**src/rtl/dsp_div_pkg.sv**
```systemverilog
`default_nettype none
// ============================================================================
// Module   : dsp_div_pkg
// Purpose  : Shared widths, FSM state encoding and quotient range limits
//            for the sequential signed divider.
// Revision : 1.0 - initial release
// ============================================================================
package dsp_div_pkg;

    localparam int DW = 38;
    localparam int VW = 18;
    localparam int QW = 20;

    typedef enum logic [1:0] {
        IDLE = 2'd0,
        CALC = 2'd1,
        FIX  = 2'd2,
        DONE = 2'd3
    } div_state_e;

    localparam logic [QW-1:0] QMAX = {1'b0, {(QW-1){1'b1}}};
    localparam logic [QW-1:0] QMIN = {1'b1, {(QW-1){1'b0}}};

endpackage
`default_nettype wire

```
**src/rtl/dsp_div_unsigned_core.sv**
```systemverilog
`default_nettype none
// ============================================================================
// Module   : dsp_div_unsigned_core
// Purpose  : Restoring radix-2 magnitude divider, one quotient bit per clock.
//            done is high during the cycle whose edge performs the last step.
// Revision : 1.0 - initial release
// ============================================================================
module dsp_div_unsigned_core #(
    parameter int DW = 38,
    parameter int VW = 18
) (
    input  logic          clk,
    input  logic          rst_n,
    input  logic          start,
    input  logic [DW-1:0] dvd_mag,
    input  logic [VW-1:0] dvs_mag,
    output logic          busy,
    output logic          done,
    output logic [DW-1:0] quot,
    output logic [VW-1:0] rem
);
    import dsp_div_pkg::*;

    localparam int CW = $clog2(DW + 1);

    logic [DW-1:0] quot_q, quot_d;
    logic [VW-1:0] rem_q, rem_d;
    logic [VW-1:0] dvs_q, dvs_d;
    logic [CW-1:0] cnt_q, cnt_d;
    logic          busy_q, busy_d;

    logic [VW:0]   w_trial;
    logic [VW:0]   w_diff;
    logic          w_ge;

    // Dividend bits shift out of the top of the quotient register as
    // quotient bits shift in at the bottom.
    assign w_trial = {rem_q, quot_q[DW-1]};
    assign w_diff  = w_trial - {1'b0, dvs_q};
    assign w_ge    = (w_trial >= {1'b0, dvs_q});

    always_comb begin
        quot_d = quot_q;
        rem_d  = rem_q;
        dvs_d  = dvs_q;
        cnt_d  = cnt_q;
        busy_d = busy_q;
        if (start && !busy_q) begin
            quot_d = dvd_mag;
            rem_d  = '0;
            dvs_d  = dvs_mag;
            cnt_d  = '0;
            busy_d = 1'b1;
        end else if (busy_q) begin
            quot_d = {quot_q[DW-2:0], w_ge};
            rem_d  = w_ge ? w_diff[VW-1:0] : w_trial[VW-1:0];
            if (cnt_q == CW'(DW - 1)) begin
                cnt_d  = '0;
                busy_d = 1'b0;
            end else begin
                cnt_d  = cnt_q + CW'(1);
            end
        end
    end

    always_ff @(posedge clk or negedge rst_n) begin
        if (!rst_n) begin
            quot_q <= '0;
            rem_q  <= '0;
            dvs_q  <= '0;
            cnt_q  <= '0;
            busy_q <= 1'b0;
        end else begin
            quot_q <= quot_d;
            rem_q  <= rem_d;
            dvs_q  <= dvs_d;
            cnt_q  <= cnt_d;
            busy_q <= busy_d;
        end
    end

    assign busy = busy_q;
    assign done = busy_q && (cnt_q == CW'(DW - 1));
    assign quot = quot_q;
    assign rem  = rem_q;

endmodule
`default_nettype wire

```
**src/rtl/dsp_div_signed_seq.sv**
```systemverilog
`default_nettype none
// ============================================================================
// Module   : dsp_div_signed_seq
// Purpose  : Sequential signed divider with valid/ready handshakes; recovers
//            the multiplicand of the signed 20x18 multiplier. Define
//            DSP_DIV_SAT_EN to saturate the quotient on overflow.
// Revision : 1.0 - initial release
// ============================================================================
module dsp_div_signed_seq #(
    parameter int DW = dsp_div_pkg::DW,
    parameter int VW = dsp_div_pkg::VW,
    parameter int QW = dsp_div_pkg::QW
) (
    input  logic          clk,
    input  logic          rst_n,
    input  logic          in_valid,
    output logic          in_ready,
    input  logic [DW-1:0] dividend,
    input  logic [VW-1:0] divisor,
    output logic          out_valid,
    input  logic          out_ready,
    output logic [QW-1:0] quotient,
    output logic [VW-1:0] remainder,
    output logic          overflow,
    output logic          div_by_zero
);
    import dsp_div_pkg::*;

    localparam logic [QW-1:0] c_QMAX   = {1'b0, {(QW-1){1'b1}}};
    localparam logic [QW-1:0] c_QMIN   = {1'b1, {(QW-1){1'b0}}};
    localparam logic [DW:0]   c_QMAX_X = {{(DW-QW+2){1'b0}}, {(QW-1){1'b1}}};
    localparam logic [DW:0]   c_QMIN_X = {{(DW-QW+2){1'b1}}, {(QW-1){1'b0}}};

    div_state_e    state_q, state_d;
    logic          dvd_neg_q, dvd_neg_d;
    logic          dvs_neg_q, dvs_neg_d;
    logic          zero_q, zero_d;
    logic [QW-1:0] quotient_q, quotient_d;
    logic [VW-1:0] remainder_q, remainder_d;
    logic          overflow_q, overflow_d;
    logic          div_by_zero_q, div_by_zero_d;

    logic          w_accept;
    logic          w_div_zero;
    logic          w_core_start;
    logic          w_core_busy;
    logic          w_core_done;
    logic [DW-1:0] w_core_quot;
    logic [VW-1:0] w_core_rem;
    logic [DW-1:0] w_dvd_mag;
    logic [VW-1:0] w_dvs_mag;
    logic          w_neg;
    logic [DW:0]   w_q_full;
    logic          w_ovf;
    logic [QW-1:0] w_q_out;
    logic [VW-1:0] w_r_out;

    assign in_ready     = (state_q == IDLE);
    assign out_valid    = (state_q == DONE);
    assign w_accept     = in_valid && in_ready;
    assign w_div_zero   = (divisor == '0);
    assign w_core_start = w_accept && !w_div_zero;

    assign w_dvd_mag = dividend[DW-1] ? (~dividend + DW'(1)) : dividend;
    assign w_dvs_mag = divisor[VW-1]  ? (~divisor + VW'(1))  : divisor;

    dsp_div_unsigned_core #(
        .DW (DW),
        .VW (VW)
    ) u_core (
        .clk     (clk),
        .rst_n   (rst_n),
        .start   (w_core_start),
        .dvd_mag (w_dvd_mag),
        .dvs_mag (w_dvs_mag),
        .busy    (w_core_busy),
        .done    (w_core_done),
        .quot    (w_core_quot),
        .rem     (w_core_rem)
    );

    // One extra bit keeps the full-magnitude quotient signed before range check.
    assign w_neg    = dvd_neg_q ^ dvs_neg_q;
    assign w_q_full = w_neg ? (~{1'b0, w_core_quot} + (DW+1)'(1)) : {1'b0, w_core_quot};
    assign w_ovf    = ($signed(w_q_full) > $signed(c_QMAX_X)) ||
                      ($signed(w_q_full) < $signed(c_QMIN_X));
    assign w_r_out  = dvd_neg_q ? (~w_core_rem + VW'(1)) : w_core_rem;

`ifdef DSP_DIV_SAT_EN
    assign w_q_out = w_ovf ? (w_neg ? c_QMIN : c_QMAX) : w_q_full[QW-1:0];
`else
    assign w_q_out = w_q_full[QW-1:0];
`endif

    always_comb begin
        state_d       = state_q;
        dvd_neg_d     = dvd_neg_q;
        dvs_neg_d     = dvs_neg_q;
        zero_d        = zero_q;
        quotient_d    = quotient_q;
        remainder_d   = remainder_q;
        overflow_d    = overflow_q;
        div_by_zero_d = div_by_zero_q;
        case (state_q)
            IDLE: begin
                if (w_accept) begin
                    dvd_neg_d = dividend[DW-1];
                    dvs_neg_d = divisor[VW-1];
                    zero_d    = w_div_zero;
                    state_d   = w_div_zero ? FIX : CALC;
                end
            end
            CALC: begin
                // Core idle while in CALC cannot occur normally; recover to IDLE.
                if (w_core_done) begin
                    state_d = FIX;
                end else if (!w_core_busy) begin
                    state_d = IDLE;
                end
            end
            FIX: begin
                if (zero_q) begin
                    quotient_d    = '0;
                    remainder_d   = '0;
                    overflow_d    = 1'b0;
                    div_by_zero_d = 1'b1;
                end else begin
                    quotient_d    = w_q_out;
                    remainder_d   = w_r_out;
                    overflow_d    = w_ovf;
                    div_by_zero_d = 1'b0;
                end
                state_d = DONE;
            end
            DONE: begin
                if (out_ready) begin
                    state_d = IDLE;
                end
            end
            default: state_d = IDLE;
        endcase
    end

    always_ff @(posedge clk or negedge rst_n) begin
        if (!rst_n) begin
            state_q       <= IDLE;
            dvd_neg_q     <= 1'b0;
            dvs_neg_q     <= 1'b0;
            zero_q        <= 1'b0;
            quotient_q    <= '0;
            remainder_q   <= '0;
            overflow_q    <= 1'b0;
            div_by_zero_q <= 1'b0;
        end else begin
            state_q       <= state_d;
            dvd_neg_q     <= dvd_neg_d;
            dvs_neg_q     <= dvs_neg_d;
            zero_q        <= zero_d;
            quotient_q    <= quotient_d;
            remainder_q   <= remainder_d;
            overflow_q    <= overflow_d;
            div_by_zero_q <= div_by_zero_d;
        end
    end

    assign quotient    = quotient_q;
    assign remainder   = remainder_q;
    assign overflow    = overflow_q;
    assign div_by_zero = div_by_zero_q;

endmodule
`default_nettype wire

```
**config.mk**
```make
export PLATFORM = sky130hd
export DESIGN_NAME = dsp_div_signed_seq
export DESIGN_NICKNAME = d
export VERILOG_FILES = /design/src/rtl/dsp_div_pkg.sv /design/src/rtl/dsp_div_unsigned_core.sv /design/src/rtl/dsp_div_signed_seq.sv
export SDC_FILE = /design/constraint.sdc
export NUM_CORES = 1
export LEC_CHECK = 0
export ABC_AREA = 1
export BUFFER_PORTS_ARGS = -buffer_cell sky130_fd_sc_hd__buf_2
export CORE_MARGIN = 2
export CORE_UTILIZATION = 65
export CTS_CLUSTER_DIAMETER = 80
export DETAILED_ROUTE_END_ITERATION = 12
export GPL_TIMING_DRIVEN = 0
export PLACE_DENSITY = 0.87
export SETUP_SLACK_MARGIN = 0.5
export SLEW_MARGIN = 20
export SYNTH_ARGS = -nofsm -noshare
export SYNTH_HDL_FRONTEND = slang
export SYNTH_SLANG_ARGS = --single-unit
```
**constraint.sdc**
```tcl
create_clock -name clk -period 4 [get_ports clk]
set_clock_uncertainty 0.1 [all_clocks]
set_input_delay 0.4 -clock clk [delete_from_list [all_inputs] [get_ports clk]]
set_output_delay 0.4 -clock clk [all_outputs]
set_load 0.02 [all_outputs]
```
==> impl_metrics.ini <==
[worst_setup_path]
cp.arrival_ns = 3.22
crit_chain = inv_1, ha_1, inv_1, fa_1, nand3_1, nand2_1, nand2_1, nand3_1, nand2_1, nand2_1, a21oi_1, xor2_1, nand2_1, o211ai_1, nand2_1
critical_path_required_ns = 4.21
crit_path_end_kind = flip-flop
crit_type = reg -> reg
cp_slowest_stage_delay_ns = 0.48
worst_setup_path_start_kind = flip-flop
crit_slowest_cell = dfrtp_1
crit_fanout = 5
r2r_slack_ns = 1.0
cpMostUsedCell = nand2_1

[timing]
hold_violations = 0
worst_slew_pin_slew_ns = 0.644
hold_ws_ns = 0.179
tns_ns = 0
fmax_mhz = 333
grt_setup_unrepaired = no
drv_slew = 0
relSlewSlack = 0.571
setup_violations = 0
layout_min_cycle_time_ns = 3.00
period_share = 0.751

[floorplanning]
pin_count = 102
num_rows = 43
core_area_um2 = 13900
dieArea_um2 = 15300
initial_core_util = 0.670
die_w_um = 124
die_h_um = 124

[synth]
synth_nets = 1448
yosys_warnings = 0
yosysTopAreaCellShare = 0.337
synth-seq-area-share = 0.337
ys_async_sr_fraction = 1.00
synth_top_cells_by_area = dfrtp_1 (34%), nand2_1 (14%), nor2_1 (6.6%)
ys.flop_type = dfrtp_1
yosysTopAreaCell = dfrtp_1
syn_area_um2 = 9340
synth_edf_count = 0
netlist-cell-type-count = 47
syn_inst = 1363
ys_seq_elements = 126
syn-mean-instance-area_um2 = 6.85
synth.most_common_cell = nand2_1
synth_common_cells = nand2_1 (360), nor2_1 (165), inv_1 (147)

[clock_tree]
root_buffer = clkbuf_16
cts_buffers = 17
post_cts_resized = 0
hold_buffers = 1
clockBufferDepth = 2
insertion_delay_ns = 0.43
cts_tree = done
cts.sinks = 126
cts.reportedPaths.clkPinSlew_ns = 0.06
post-cts-setup-buffer-count = 0
htree_levels = 4

[cells_and_area]
filler_cell_count = 1102
syn2layout_area_growth_pct = 14.5
nNetsFinal = 1569
n_antenna_cell = 0
final_cells = 1676
final_area_um2 = 10700
drive_gt1_frac = 0.126

[power]
internal-power_uw = 4810
p_leak_uw = 0.00529
powerDensity_nw_per_um2 = 919
pwr-share-clk = 0.158
peakVddDrop_uv = 432
p_switching_uw = 5020
p_seq_frac = 0.262
total_power_uw = 9830
p_sw_frac = 0.511
p_comb_frac = 0.580

[route]
wire_per_inst_um = 16.6
vias = 9902
wirelength_um = 27800
drt_iter0_drc = 1243
ant_nets = 0
post-route-drc-count = 0
firstDrtPassIters = 9
via_per_inst = 5.91

[grt]
grt_max_degree = 66
antenna_found_initial = 0
grt_pass1_wl_um = 44800
overflow = 0
grt_pass1_vias = 8886
grt_use_total = 0.379

[place]
dp.cells = 1644
gp_congestion = 0.991
place_hpwl_um = 21400
io_buffer_count = 100
place_area_um2 = 10100

[hold_path]
hold_path_class = in -> reg

[run_status]
status = finished clean

[run]
maxCapViolations = 0
-- state kept, by name (all words and copies together) (netlist names), 2 cells and up --
name,count
state_q,2
u_core.dvs_q,18
u_core.quot,38
quotient,20
u_core.cnt_q,6
u_core.rem,18
remainder,18
-- power by group through the flow --
stage	logic, uW	registers (uW)	clock network (uW)
finish	5700	2570	1550
global route	6350	2630	1620
CTS	5570	2530	1560
detailed placement	5470	2530	0
global placement	5330	2500	0
floorplan	3900	2530	0
-- critical path: cells and delay by family (launching register included) --
kind	cells	cell delay, ns
AO/OA/AOI/OAI	2	0.26
XOR/XNOR	1	0.22
adder cells (fa/ha/maj)	2	0.69
buffers and inverters	2	0.40
flip-flops	1	0.48
AND/OR/NAND/NOR	8	0.73
-- cell type report --
type                            instances  area [um2]  area share
Multi-Input combinational cell       1039        5350       0.500
Clock inverter                         14         161      0.0151
Buffer                                 45         262      0.0244
Inverter                              153         574      0.0537
Clock buffer                           17         425      0.0398
Timing Repair Buffer                  102         544      0.0509
Tap cell                              180         225      0.0211
Sequential cell                       126        3150       0.295
-- through the flow --
step / setup slack [ns] / util
final: 0.998 / 0.768
after global routing: 0.878 / 0.768
after CTS: 1.08 / 0.768
after detailed placement: 1.10 / 0.725
after global placement: 0.898 / 0.723
after floorplan: 1.68 / -
-- worst paths after layout --
check                                                  from  cells past startpoint                            to
min in group asynchronous                             rst_n                      2  u_core.dvs_q[14]$_DFFE_PN0P_
worst max-delay path            u_core.quot[37]$_DFFE_PN0P_                     15    u_core.rem[12]$_DFFE_PN0P_
worst min-delay path                              out_ready                      3        state_q[1]$_DFFE_PN0P_
worst min register to register     remainder[9]$_DFFE_PN0P_                      2      remainder[9]$_DFFE_PN0P_
worst max register to register  u_core.quot[37]$_DFFE_PN0P_                     15    u_core.rem[12]$_DFFE_PN0P_
max in group asynchronous                             rst_n                      3      quotient[15]$_DFFE_PN0P_
-- per-layer routing --
layer | global-route usage | wire length (um) | share of wire
met3 | 0.0870 | 3380 | 0.12
met2 | 0.552 | 11600 | 0.42
met4 | 0.110 | 524 | 0.019
met1 | 0.566 | 12300 | 0.44
met5 | 0 | 0 | 0
-- placed cells by master (no fill, tap or decap), types with 3 or more instances in the layout --
cell type  instances
nor4_1             5
dfrtp_1          126
inv_2              3
nand3_1           77
a22o_1            11
ha_1              24
clkinv_4           4
o221ai_1          10
clkbuf_16         17
o21ai_0          111
o21bai_1           3
o22ai_1           23
xnor2_1           23
inv_6              3
buf_2            110
nor2_2             8
a21o_1             3
buf_6             10
xor2_1            53
nor3_1            20
clkinv_1           3
nand3b_1           4
nor2_1           165
nand2_2            6
nand2_1          360
o211ai_1           7
nor4_2             3
o21ai_1           15
buf_4              3
o21ai_2            4
nand4_1           18
a21oi_1           56
clkbuf_1          21
o21a_1             5
nor3_2             4
inv_1            147
a31oi_1            5
-- logic make-up (layout without fill, tap and decap cells) --
logic type	count (synthesis)	count (layout)	share of synthesized area
fa+ha+maj	25	25	0.0343
simple gates	679	679	0.306
compound gates	259	259	0.161
buf+inv	198	331	0.0895
xor+xnor	76	76	0.0712
flops	126	126	0.337
No activity file was read; power rests on OpenSTA's default activity.
